**src/rtl/seg_scanner_if.sv**
```systemverilog
// -----------------------------------------------------------------------------
// seg_scanner_if
//
// Bundles the display-update inputs and the decoder/anode outputs of
// seg_scanner.
//   master : the producer of display content (drives value/load/masks/lz_en)
//            and the observer of the scan outputs.
//   slave  : the scanner itself.
//
// Signals
//   value      [15:0] four hex digits, [3:0] is digit 0 (rightmost)
//   load              one-cycle strobe capturing value/blank_mask/dp_mask/lz_en
//   blank_mask [3:0]  bit i = 1 forces digit i dark
//   dp_mask    [3:0]  bit i = 1 lights the decimal point of digit i
//   lz_en             enables leading-zero suppression
//   nibble     [3:0]  hex code of the active digit (decoder `in`)
//   blank             1 = decoder blanks all segments (decoder `rst`)
//   an         [3:0]  active-low anode enables
//   dp_n              active-low decimal point
//   frame_done        one-cycle pulse after digit 3's slot ends
// -----------------------------------------------------------------------------
interface seg_scanner_if;
  logic [15:0] value;
  logic        load;
  logic [3:0]  blank_mask;
  logic [3:0]  dp_mask;
  logic        lz_en;

  logic [3:0]  nibble;
  logic        blank;
  logic [3:0]  an;
  logic        dp_n;
  logic        frame_done;

  modport master (
    output value, load, blank_mask, dp_mask, lz_en,
    input  nibble, blank, an, dp_n, frame_done
  );

  modport slave (
    input  value, load, blank_mask, dp_mask, lz_en,
    output nibble, blank, an, dp_n, frame_done
  );
endinterface : seg_scanner_if

```
**src/rtl/seg_scanner.sv**
```systemverilog
// -----------------------------------------------------------------------------
// seg_scanner
//
// Time-multiplexed scan controller for a 4-digit common-anode seven-segment
// display. Display content is double buffered: a load goes into a pending
// register and is copied to the shown register only at a frame boundary
// (end of digit 3's slot), so a frame is never drawn from mixed content.
// Each digit slot lasts REFRESH_DIV cycles; the first DEAD_CYCLES of every
// slot keep all anodes off to suppress ghosting.
//
// Parameters
//   REFRESH_DIV  clock cycles per digit slot (4 .. 2**20)
//   DEAD_CYCLES  dark cycles at the start of each slot (1 .. REFRESH_DIV-1)
//
// Ports
//   clk    system clock, rising edge
//   rst_n  asynchronous active-low reset; release is synchronized internally
//   bus    seg_scanner_if.slave (content inputs, scan outputs)
//
// All outputs are registered and reflect the counter/digit/shown state of
// the previous cycle.
// -----------------------------------------------------------------------------
module seg_scanner #(
  parameter int unsigned REFRESH_DIV = 100000,
  parameter int unsigned DEAD_CYCLES = 500
) (
  input  logic         clk,
  input  logic         rst_n,
  seg_scanner_if.slave bus
);

  localparam int unsigned       CNT_W    = (REFRESH_DIV > 2) ? $clog2(REFRESH_DIV) : 1;
  localparam logic [CNT_W-1:0]  CNT_LAST = CNT_W'(REFRESH_DIV - 1);
  localparam logic [CNT_W-1:0]  CNT_DEAD = CNT_W'(DEAD_CYCLES);

  // One complete set of display content; used for both buffers.
  typedef struct packed {
    logic [15:0] value;
    logic [3:0]  blank_mask;
    logic [3:0]  dp_mask;
    logic        lz_en;
  } content_t;

  // Reset content keeps every digit dark until a load has been transferred.
  localparam content_t SHOWN_RST = '{
    value:      16'h0000,
    blank_mask: 4'b1111,
    dp_mask:    4'b0000,
    lz_en:      1'b0
  };

  // ---------------------------------------------------------------------------
  // Reset release synchronizer. Reset asserts asynchronously everywhere, but
  // the scan counters only start once the release has passed two flops, so a
  // release close to a clock edge cannot split the counter state.
  // ---------------------------------------------------------------------------
  logic [1:0] sync_q, sync_d;
  logic       run;

  assign sync_d = {sync_q[0], 1'b1};
  assign run    = sync_q[1];

  // NOTE: sequential state is always updated with non-blocking assignments so
  // every flop samples the pre-edge value of every other flop.
  always_ff @(posedge clk or negedge rst_n) begin
    if (!rst_n) sync_q <= 2'b00;
    else        sync_q <= sync_d;
  end

  // ---------------------------------------------------------------------------
  // Scan state and double buffer
  // ---------------------------------------------------------------------------
  logic [CNT_W-1:0] cnt_q, cnt_d;
  logic [1:0]       digit_q, digit_d;
  logic             pend_valid_q, pend_valid_d;
  content_t         pend_q, pend_d;
  content_t         shown_q, shown_d;

  logic terminal;
  logic boundary;

  assign terminal = (cnt_q == CNT_LAST);
  assign boundary = run && terminal && (digit_q == 2'd3);

  // NOTE: every variable written here gets a default first, so no path can
  // leave it unassigned and infer a latch.
  always_comb begin
    cnt_d        = cnt_q;
    digit_d      = digit_q;
    pend_d       = pend_q;
    pend_valid_d = pend_valid_q;
    shown_d      = shown_q;

    if (run) begin
      if (terminal) begin
        cnt_d   = '0;
        digit_d = digit_q + 2'd1;   // 3 wraps to 0
      end else begin
        cnt_d   = cnt_q + CNT_W'(1);
      end
    end

    // Transfer first, capture second: a load coinciding with the boundary
    // moves the previous pending content to the display and parks the new
    // content for the following frame.
    if (boundary && pend_valid_q) begin
      shown_d      = pend_q;
      pend_valid_d = 1'b0;
    end

    if (bus.load) begin
      pend_d       = '{value:      bus.value,
                       blank_mask: bus.blank_mask,
                       dp_mask:    bus.dp_mask,
                       lz_en:      bus.lz_en};
      pend_valid_d = 1'b1;
    end
  end

  always_ff @(posedge clk or negedge rst_n) begin
    if (!rst_n) begin
      cnt_q        <= '0;
      digit_q      <= 2'd0;
      pend_valid_q <= 1'b0;
      shown_q      <= SHOWN_RST;
    end else begin
      cnt_q        <= cnt_d;
      digit_q      <= digit_d;
      pend_valid_q <= pend_valid_d;
      shown_q      <= shown_d;
    end
  end

  // NOTE: the pending buffer needs no reset; its content is only ever read
  // when pend_valid_q is set, which requires a load after reset.
  always_ff @(posedge clk) begin
    pend_q <= pend_d;
  end

  // ---------------------------------------------------------------------------
  // Output generation for the active digit
  // ---------------------------------------------------------------------------
  // upper_zero[d]: shown nibbles d..3 are all zero. Digit 0 is never
  // suppressed, so bit 0 stays clear.
  logic [3:0] upper_zero;
  logic [3:0] cur_nibble;
  logic       dead;
  logic       eff_blank;

  logic [3:0] nibble_q, nibble_d;
  logic       blank_q, blank_d;
  logic [3:0] an_q, an_d;
  logic       dp_n_q, dp_n_d;
  logic       frame_done_q, frame_done_d;

  always_comb begin
    upper_zero[3] = (shown_q.value[15:12] == 4'h0);
    upper_zero[2] = upper_zero[3] && (shown_q.value[11:8] == 4'h0);
    upper_zero[1] = upper_zero[2] && (shown_q.value[7:4]  == 4'h0);
    upper_zero[0] = 1'b0;
  end

  assign cur_nibble = shown_q.value[{digit_q, 2'b00} +: 4];
  assign dead       = (cnt_q < CNT_DEAD);
  assign eff_blank  = shown_q.blank_mask[digit_q]
                    | dead
                    | (shown_q.lz_en & upper_zero[digit_q]);

  always_comb begin
    nibble_d     = cur_nibble;
    blank_d      = eff_blank;
    an_d         = eff_blank ? 4'b1111 : ~(4'b0001 << digit_q);
    dp_n_d       = ~(shown_q.dp_mask[digit_q] & ~eff_blank);
    frame_done_d = boundary;
  end

  always_ff @(posedge clk or negedge rst_n) begin
    if (!rst_n) begin
      nibble_q     <= 4'h0;
      blank_q      <= 1'b1;
      an_q         <= 4'b1111;
      dp_n_q       <= 1'b1;
      frame_done_q <= 1'b0;
    end else begin
      nibble_q     <= nibble_d;
      blank_q      <= blank_d;
      an_q         <= an_d;
      dp_n_q       <= dp_n_d;
      frame_done_q <= frame_done_d;
    end
  end

  assign bus.nibble     = nibble_q;
  assign bus.blank      = blank_q;
  assign bus.an         = an_q;
  assign bus.dp_n       = dp_n_q;
  assign bus.frame_done = frame_done_q;

endmodule : seg_scanner

```
**src/flat_wrapper.sv**
```systemverilog
// flat-port wrapper written by rule: the top's interface ports become plain ports
module seg_scanner_flat 
#(
  parameter int unsigned REFRESH_DIV = 100000,
  parameter int unsigned DEAD_CYCLES = 500
)
  (clk, rst_n, bus_value, bus_load, bus_blank_mask, bus_dp_mask, bus_lz_en, bus_nibble, bus_blank, bus_an, bus_dp_n, bus_frame_done);
  seg_scanner_if bus_i ();
  input  logic clk;
  input  logic rst_n;
  input wire logic [$bits(bus_i.value)-1:0] bus_value;
  input wire logic [$bits(bus_i.load)-1:0] bus_load;
  input wire logic [$bits(bus_i.blank_mask)-1:0] bus_blank_mask;
  input wire logic [$bits(bus_i.dp_mask)-1:0] bus_dp_mask;
  input wire logic [$bits(bus_i.lz_en)-1:0] bus_lz_en;
  output wire logic [$bits(bus_i.nibble)-1:0] bus_nibble;
  output wire logic [$bits(bus_i.blank)-1:0] bus_blank;
  output wire logic [$bits(bus_i.an)-1:0] bus_an;
  output wire logic [$bits(bus_i.dp_n)-1:0] bus_dp_n;
  output wire logic [$bits(bus_i.frame_done)-1:0] bus_frame_done;
  assign bus_i.value = bus_value;
  assign bus_i.load = bus_load;
  assign bus_i.blank_mask = bus_blank_mask;
  assign bus_i.dp_mask = bus_dp_mask;
  assign bus_i.lz_en = bus_lz_en;
  assign bus_nibble = bus_i.nibble;
  assign bus_blank = bus_i.blank;
  assign bus_an = bus_i.an;
  assign bus_dp_n = bus_i.dp_n;
  assign bus_frame_done = bus_i.frame_done;
  seg_scanner #(.REFRESH_DIV(REFRESH_DIV), .DEAD_CYCLES(DEAD_CYCLES)) u_core (.clk(clk), .rst_n(rst_n), .bus(bus_i));
endmodule
```
**config.mk**
```make
export PLATFORM = sky130hd
export DESIGN_NAME = seg_scanner_flat
export DESIGN_NICKNAME = d
export VERILOG_FILES = /design/src/rtl/seg_scanner_if.sv /design/src/rtl/seg_scanner.sv /design/src/flat_wrapper.sv
export SDC_FILE = /design/constraint.sdc
export NUM_CORES = 1
export LEC_CHECK = 0
export CAP_MARGIN = 20
export CORE_ASPECT_RATIO = 1.75
export CORE_MARGIN = 5
export CORE_UTILIZATION = 25
export DETAILED_ROUTE_END_ITERATION = 16
export PLACE_DENSITY = 0.54
export SETUP_SLACK_MARGIN = 0.4
export SLEW_MARGIN = 25
export SYNTH_ARGS = -nofsm -noshare
export SYNTH_HDL_FRONTEND = slang
export SYNTH_SLANG_ARGS = --single-unit
```
**constraint.sdc**
```tcl
create_clock -name clk -period 2.3 [get_ports clk]
set_clock_uncertainty 0.2 [all_clocks]
set_input_delay 0.23 -clock clk [delete_from_list [all_inputs] [get_ports clk]]
set_output_delay 0.23 -clock clk [all_outputs]
set_load 0.02 [all_outputs]
```
## Word level (Yosys, flattened, before mapping)

Cells that the tools add are included.

| operators by class | value |
|---|---|
| shift-type cells | 2 |
| mux-type cells | 10 |
| equal/unequal tests | 2 |
| reductions and logical operators | 10 |
| bitwise operators | 7 |
| $lt $le $gt $ge | 2 |
| $add $sub $neg | 2 |

Operators with widths:

| operator | number |
|---|---|
| $add A17 B1 Y17 const B | 1 |
| $eq A17 B17 Y1 const B | 1 |
| $lt A17 B9 Y1 const B | 1 |
| $mux W17 | 1 |
| $shiftx A16 B5 Y4 | 1 |
| $logic_not A4 Y1 | 3 |
| $bmux W1 S2 | 3 |
| $logic_and A1 B1 Y1 | 5 |
| $mux W1 | 5 |
| $mux W4 | 1 |
| $not A4 Y4 | 1 |
| $shl A1 B2 Y4 const A | 1 |
| $lt A2 B3 Y1 const B | 1 |
| $add A2 B1 Y2 const B | 1 |
| $and A1 B1 Y1 | 2 |
| $eq A2 B2 Y1 const B | 1 |
| $not A1 Y1 | 2 |
| $or A1 B1 Y1 | 2 |
| $reduce_and A2 Y1 | 1 |
| $reduce_bool A2 Y1 | 1 |

| storage, ports and cells | value |
|---|---|
| output and inout port bits | 11 |
| register bits after elaboration | 83 |
| word-level logic and storage cells | 52 |

## Logic depth before layout (Yosys ltp)

Gate-level depths: netlist (run 1).

| logic depth | value |
|---|---|
| word-level depth | 10 |
| mapped depth | 6 |

## Least setup slack after synthesis (run 1)

OpenSTA, ideal clock, no wires.

| timing path | value |
|---|---|
| kind | register to register |
| start point | register u_core.cnt_q[13] |
| end point | register u_core.shown_q[0] (netlist name) |
| slack | -78 ps |
| cell stages (with the launch flop) | 6 |
| path buffers | 1 |
| required time | 1975 ps |
| arrival | 2053 ps |
| period minus slack after synthesis | 2378 ps |
| cell sequence | dfrtp_1 > or4_4 > nor4_4 > nand4_4 > buf_6 > mux2_4 |

| between the ends | value |
|---|---|
| word-level cells in the longest chain between the ends | 4 |

Ends and longest elaborated chain:

| element | line | source |
|---|---|---|
| from (decl) | seg_scanner.sv:73 | `logic [CNT_W-1:0] cnt_q, cnt_d;` |
| from (signal assigned) | seg_scanner.sv:127 | `cnt_q <= cnt_d;` |
| $eq A17 B17 Y1 | seg_scanner.sv:82 | `assign terminal = (cnt_q == CNT_LAST);` |
| $logic_and A1 B1 Y1 (2 in series) | seg_scanner.sv:83 | `assign boundary = run && terminal && (digit_q == 2'd3);` |
| $logic_and A1 B1 Y1 | seg_scanner.sv:106 | `if (boundary && pend_valid_q) begin` |
| to (signal assigned) | seg_scanner.sv:130 | `shown_q <= shown_d;` |
| to (decl) | seg_scanner.sv:77 | `content_t shown_q, shown_d;` |

No other way between the ends.
A chain may end at the register's enable or synchronous reset.

## Worst setup path in the final report (run 1)

| timing path | value |
|---|---|
| start point | register u_core.cnt_q[13] |
| end point | register u_core.shown_q[16] (netlist name) |

Same word-level chain as after synthesis.

==> parameters.txt, run 1 <==
Parameter                              Value

Run status
  Status ... finished, final reports clean

GRT
  Global routing met3 resource utilization ... 2.89%
  Routing layer with the top usage in global route ... met2
  Met1 Use GR ... 8.89%
  Total congestion overflow ... 0
  Antenna violations before repair ... 0
  Number of global-route vias before repair ... 2176
  Wire length of the first global-routing pass ... 10700 um
  Global routing met2 resource utilization ... 15.4%
  Pin count of the biggest net entering global routing ... 38
  Total routing resource utilization after global routing ... 8.69%

Drt
  Number of detailed-routing iterations run before antenna repair ... 4
  Starting DRT DRC Count ... 64
  Count of unresolved DRC violations after routing ... 0
  Routed wire length ... 6420 um
  Per-cell routed wire length ... 13.9 um
  Vias ... 1987
  Routed Antenna Nets ... 0
  Via count normalized by instance count ... 4.31

STA
  Maximum frequency from static timing analysis ... 451 MHz
  Shortest period the worst path allows ... 2.22 ns
  Smallest hold slack ... 0.148 ns
  Final Hold Violating Endpoints ... 0
  Pins Over Slew Limit ... 0
  Least-Margin Pin Slew ... 0.506 ns
  Total setup violations reported at the end of the flow ... 0
  Period utilization ... 96.4%
  Setup repair after global routing missed its margin ... true
  Worst-case setup margin in the final layout ... 0.0835 ns
  Slew HR ... 66.3%
  Setup Total Neg Slack ... 0 ns

Min path
  Cell count of the worst hold path ... 0
  Endpoint, Worst Hold ... u_core.sync_q[1]
  Beginning of the worst hold path ... u_core.sync_q[0]
  Worst hold path type ... flop to flop

Worst setup path
  Count of cells along the worst register-to-register path ... 5
  Flop2flop setup slack ... 0.08 ns
  Arrival time of data at the critical path endpoint ... 2.23 ns
  Critical Path Start Type ... flop
  Endpoint required time on the critical path ... 2.31 ns
  Element type at the critical path end ... flop
  R2r startpoint ... u_core.cnt_q[13]
  Crit path max fanout ... 25
  Worst Setup Path Type ... flop to flop
  Reg2reg end ... u_core.shown_q[16]

Logic synthesis
  Syn_area_per_cell ... 15.7 um^2
  Top flip-flop cell by instance count after synthesis ... dfrtp_1
  Synthesis warning total ... 0
  Cell taking the most area after synthesis ... dfrtp_1
  Number of register bits inferred by synthesis ... 83
  Netlist cell types ... 39
  Net Count, Synth ... 249
  EDFF count, synth ... 25
  Count of mapped cells out of synthesis ... 216
  Post-synthesis instance area ... 3390 um^2
  Leading post-synthesis cells by cell area ... dfrtp_1 (35%), edfxtp_1 (22%), mux2_4 (8.9%)
  Proportion of synthesized flip-flops having asynchronous set or reset ... 69.9%
  Portion of the post-synthesis area used by sequential elements ... 65.3%
  Area fraction of the dominant cell type after synthesis ... 35.4%

Clocking
  Insertion delay to the later sink of the worst-skew pair ... 0.33 ns
  Clock slew seen by the registers of the worst setup and hold paths ... 0.06 ns
  CTS tree ... yes
  CTS sink cnt ... 83
  Max H-tree Level ... 3
  Root Driver ... clkbuf_16
  Num CTS Buffers ... 9
  Clock Path Buffers ... 2

Placement
  Placer's final routability congestion estimate ... 0.836
  Cell area reported after detailed placement ... 4110 um^2
  Buffers added on ports ... 38
  Detailed Place HPWL ... 4650 um
  Pre-CTS worst setup slack ... 0.0288 ns

Finish
  Fin util ... 34.1%
  Final Net Count ... 315
  Area Overhead vs Synth ... 34.7%
  Final design area excluding fillers ... 4570 um^2
  Fillers ... 1279
  Ratio of cells with drive above 1 in the final layout ... 35.5%
  N_diodes ... 0
  Footprint of the multi-input gates ... 1190 um^2
  Area occupied by registers ... 2220 um^2

Job
  Number of maximum-capacitance constraint violations ... 0

Pwr
  Cell leakage power ... 1.94 nW
  Pwr dens ... 761 nW/um^2
  Largest vdd supply drop ... 0.375 mV

Die
  Die X ... 98.0 um
  Row count ... 56
  Die boundary height ... 164 um
  Initial standard-cell utilization of the core ... 25.3%
  Core box area ... 13400 um^2
  Ports placed on the boundary ... 39
  Total Die Area ... 16100 um^2
## critical path: stages, from the launching register on
cell and delay, ns:
dfrtp_1 0.37, or4_4 0.55, nor4_4 0.32, nand4_4 0.14, buf_12 0.19, mux2_4 0.31
## routing by layer
metal | routed length, um | up-vias
li1 | - | 932
met1 | 2410 | 992
met2 | 3520 | 47
met3 | 276 | 16
met4 | 212 | 0
met5 | 0 | -
## cells in the mapped netlist, types with 4 or more instances
master	number
clkbuf_1	4
nand3_1	10
mux2_4	20
nor2_1	9
inv_1	5
dfrtp_1	48
xnor2_1	10
nand2_1	5
nand4_1	9
nor3_1	4
mux2_2	5
o21ai_0	4
edfxtp_1	25
dfstp_2	10
ha_1	5
mux4_2	6
## stage by stage
stage	total power [W]	instances
5_1_grt	0.00361	461
2_1_floorplan	0.00181	216
4_1_cts	0.00350	460
3_3_place_gp	0.00196	439
6_report	0.00348	461
3_5_place_dp	0.00197	439
## timing repair
item	in CTS	in global routing
hold buffers	1	0
endpoints found under the hold margin	15	0
buffers inserted	4	1
endpoints found under the setup margin	46	48
gates resized for setup	16	12
pin swaps	4	5
## area by class of cell
cell class / instances / share of cell area [%]
Tap cell: 174 / 4.77
Timing Repair Buffer: 63 / 13.4
Sequential cell: 83 / 48.5
Multi-Input combinational cell: 120 / 26.1
Clock inverter: 5 / 1.70
Clock buffer: 11 / 5.09
Inverter: 5 / 0.411
## layout by cell type, fill, tap and decap left out, types with 2 or more instances in the layout
cell	instances
mux2_2	5
and3_4	2
bufinv_16	2
dfrtp_1	47
mux2_4	20
o211ai_1	2
xor2_1	3
mux4_2	6
o21ai_2	2
xnor2_1	9
ha_1	4
dfstp_2	10
dlymetal6s2s_1	3
nand3_1	10
clkbuf_1	2
nand4_1	9
buf_12	2
nand2_1	5
inv_1	5
a21oi_2	2
edfxtp_1	25
buf_6	4
clkinv_2	2
or4b_4	2
and4_1	2
buf_4	18
nor3_1	2
or4_1	3
clkdlybuf4s50_1	33
clkbuf_16	9
nor2_1	7
nor2_2	2
nor4_1	3
## report_power, final
| group | switching (W) | internal, W | total (W) | leakage, nW |
|---|---|---|---|---|
| registers | 0.0000635 | 0.00161 | 0.00167 | 0.998 |
| clock network | 0.000545 | 0.000947 | 0.00149 | 0.150 |
| logic | 0.000147 | 0.000162 | 0.000310 | 0.789 |
| total | 0.000756 | 0.00272 | 0.00348 | 1.94 |
## kinds of logic (layout without fill, tap and decap cells)
kind of cell	count (synthesis)	count (layout)	share of synthesized area [%]
AND/OR/NAND/NOR	57	57	10.6
adder cells (fa/ha/maj)	5	5	1.85
AO/OA/AOI/OAI	13	13	2.32
flip-flops	83	83	65.3
buffers and inverters	13	84	1.96
other	1	1	0.111
XOR/XNOR	13	13	3.36
multiplexers	31	31	14.5
## worst max-delay path by stage
stage	start	slack, ns	endpoint	depth (start not counted)
after floorplan	u_core.cnt_q[13]	-0.08	u_core.shown_q[0]	5
after global placement	u_core.cnt_q[13]	0.04	u_core.shown_q[15]	5
after detailed placement	u_core.cnt_q[13]	0.03	u_core.shown_q[0]	5
after CTS	u_core.cnt_q[8]	0.05	u_core.shown_q[16]	5
after global routing	u_core.cnt_q[13]	0.02	u_core.shown_q[16]	5
final	u_core.cnt_q[13]	0.08	u_core.shown_q[16]	5
## flip-flops by register name, summed over array words and instances, names as in the netlist, 2 cells and up
name / cells
u_core.bus.nibble: 4
u_core.shown_q: 25
u_core.pend_q: 25
u_core.sync_q: 2
u_core.bus.an: 4
u_core.cnt_q: 17
u_core.digit_q: 2
No activity file was read; power rests on OpenSTA's default activity.
==> inputs of run 2 (changes only) <==
--- a/config.mk
+++ b/config.mk
@@ -6,11 +6,10 @@
 export NUM_CORES = 1
 export LEC_CHECK = 0
 export CAP_MARGIN = 20
-export CORE_ASPECT_RATIO = 1.75
+export CORE_ASPECT_RATIO = 1.2
 export CORE_MARGIN = 5
 export CORE_UTILIZATION = 25
 export DETAILED_ROUTE_END_ITERATION = 16
-export PLACE_DENSITY = 0.54
 export SETUP_SLACK_MARGIN = 0.4
 export SLEW_MARGIN = 25
 export SYNTH_ARGS = -nofsm -noshare
==> run 2 against run 1 <==
  * Sequential cell count is the same
  * Register-to-register slack gained 0.03 ns
  * Die area fell by 0.51%
  * Critical path type unchanged
==> parameters.txt, run 2 (synthesis gave the netlist of run 1 again) <==
Parameter                              Value

Finish
  Area Overhead vs Synth ... 35.3%
  Fillers ... 1297
  N_diodes ... 0
  Highest-count cells in the layout ignoring fill and taps ... dfrtp_1 (47), clkdlybuf4s50_1 (33), edfxtp_1 (25)
  Regs by FF count ... u_core.pend_q x25, u_core.shown_q x25, u_core.cnt_q x17
  Most common library cell in the layout ignoring fill and taps ... dfrtp_1
  Fin util ... 34.7%
  Final Net Count ... 318
  Ratio of cells with drive above 1 in the final layout ... 37.2%

Die
  Row count ... 46
  Initial standard-cell utilization of the core ... 25.6%
  Core box area ... 13200 um^2
  Ports placed on the boundary ... 39
  Die boundary height ... 138 um
  Total Die Area ... 16000 um^2
  Die X ... 116 um

Pwr
  Pwr dens ... 746 nW/um^2
  Largest vdd supply drop ... 0.516 mV
  Overall Power ... 0.00342 W
  Cell leakage power ... 1.94 nW

Worst setup path
  Endpoint required time on the critical path ... 2.31 ns
  Flop2flop setup slack ... 0.11 ns
  Worst Setup Path Type ... flop to flop
  R2r startpoint ... u_core.cnt_q[14]
  Count of cells along the worst register-to-register path ... 5
  Reg2reg end ... u_core.shown_q[22]
  Element type at the critical path end ... flop
  Crit path max fanout ... 25
  Critical Path Start Type ... flop
  Arrival time of data at the critical path endpoint ... 2.20 ns

GRT
  Met1 Use GR ... 10.9%
  Pin count of the biggest net entering global routing ... 28
  Global routing met3 resource utilization ... 3.03%
  Global routing met2 resource utilization ... 14.3%
  Total routing resource utilization after global routing ... 8.88%
  Number of global-route vias before repair ... 2164
  Total congestion overflow ... 0
  Wire length of the first global-routing pass ... 10900 um
  Routing layer with the top usage in global route ... met2
  Antenna violations before repair ... 0

STA
  Pins Over Slew Limit ... 0
  Shortest period the worst path allows ... 2.19 ns
  Total setup violations reported at the end of the flow ... 0
  Period utilization ... 95.1%
  Setup repair after global routing missed its margin ... true
  Smallest hold slack ... 0.148 ns
  Final Hold Violating Endpoints ... 0
  Slew HR ... 58.7%
  Maximum frequency from static timing analysis ... 457 MHz
  Least-Margin Pin Slew ... 0.620 ns

Clocking
  Root Driver ... clkbuf_16
  Num CTS Buffers ... 9
  Max H-tree Level ... 3
  Clock slew seen by the registers of the worst setup and hold paths ... 0.06 ns
  Clock Path Buffers ... 2
  CTS tree ... yes
  CTS sink cnt ... 83
  Insertion delay to the later sink of the worst-skew pair ... 0.33 ns

Min path
  Beginning of the worst hold path ... u_core.sync_q[0]
  Cell count of the worst hold path ... 0
  Endpoint, Worst Hold ... u_core.sync_q[1]
  Worst hold path type ... flop to flop

Drt
  Via count normalized by instance count ... 4.35
  Count of unresolved DRC violations after routing ... 0
  Routed Antenna Nets ... 0
  Vias ... 1994
  Number of detailed-routing iterations run before antenna repair ... 4
  Per-cell routed wire length ... 13.9 um
  Routed wire length ... 6360 um
  Starting DRT DRC Count ... 84

Job
  Number of maximum-capacitance constraint violations ... 0

Placement
  Buffers added on ports ... 38
  Detailed Place HPWL ... 4490 um
  Placer's final routability congestion estimate ... 0.857

Run status
  Status ... finished, final reports clean
## run 2: changes by cell type in the layout (fill, tap and decap cells not counted), moves of 2 or more
cell and delta:
nor2_1 -3, nor2_2 +2, clkinv_2 -2, clkbuf_1 +2, buf_4 +3
## run 2: report_power, final
part           switching (W)  internal [W]
Sequential         0.0000625       0.00161
Clock               0.000518      0.000938
Combinational       0.000143      0.000151
Total               0.000724       0.00270
## run 2: worst max-delay path by stage
stage | from | endpoint | cells after the start
CTS | u_core.cnt_q[8] | u_core.shown_q[22] | 5
finish | u_core.cnt_q[14] | u_core.shown_q[22] | 5
global route | u_core.cnt_q[14] | u_core.shown_q[23] | 5
detailed placement | u_core.cnt_q[13] | u_core.shown_q[22] | 5
global placement | u_core.cnt_q[13] | u_core.shown_q[20] | 5
floorplan | u_core.cnt_q[13] | u_core.shown_q[0] | 5
## run 2: timing repair
action	CTS	global route
endpoints found under the hold margin	16	0
setup buffers	5	2
hold buffers	1	0
pin swaps	5	8
endpoints found under the setup margin	46	46
gates resized for setup	16	19
## run 2: final cells by class
class,instances,area (um^2),area share (%)
clock inverter,1,30.0,0.654
timing repair buffer,66,629,13.7
multi-input combinational,120,1200,26.3
clock buffer,15,279,6.08
inverter,5,18.8,0.409
tap,168,210,4.58
sequential,83,2220,48.3
## run 2: routing by layer
layer | part of all wire [%] | vias up
met2 | 50 | 49
met5 | 0 | -
met4 | 1.9 | 0
met1 | 43 | 995
met3 | 4.7 | 13
li1 | - | 937
## run 2: critical path: stages, from the launching register on
cell	delay, ns
dfrtp_1	0.39
or4_4	0.54
nor4_4	0.30
nand4_4	0.14
buf_12	0.20
mux2_4	0.30
## run 2: metrics by stage
step | setup TNS (ns) | setup slack [ns] | cell area (um^2) | instances
floorplan | -1.37 | -0.0769 | 3400 | 216
global placement | 0 | 0.0519 | 4100 | 434
detailed placement | 0 | 0.0443 | 4100 | 434
CTS | 0 | 0.0965 | 4510 | 456
global route | 0 | 0.0491 | 4590 | 458
finish | 0 | 0.112 | 4590 | 458
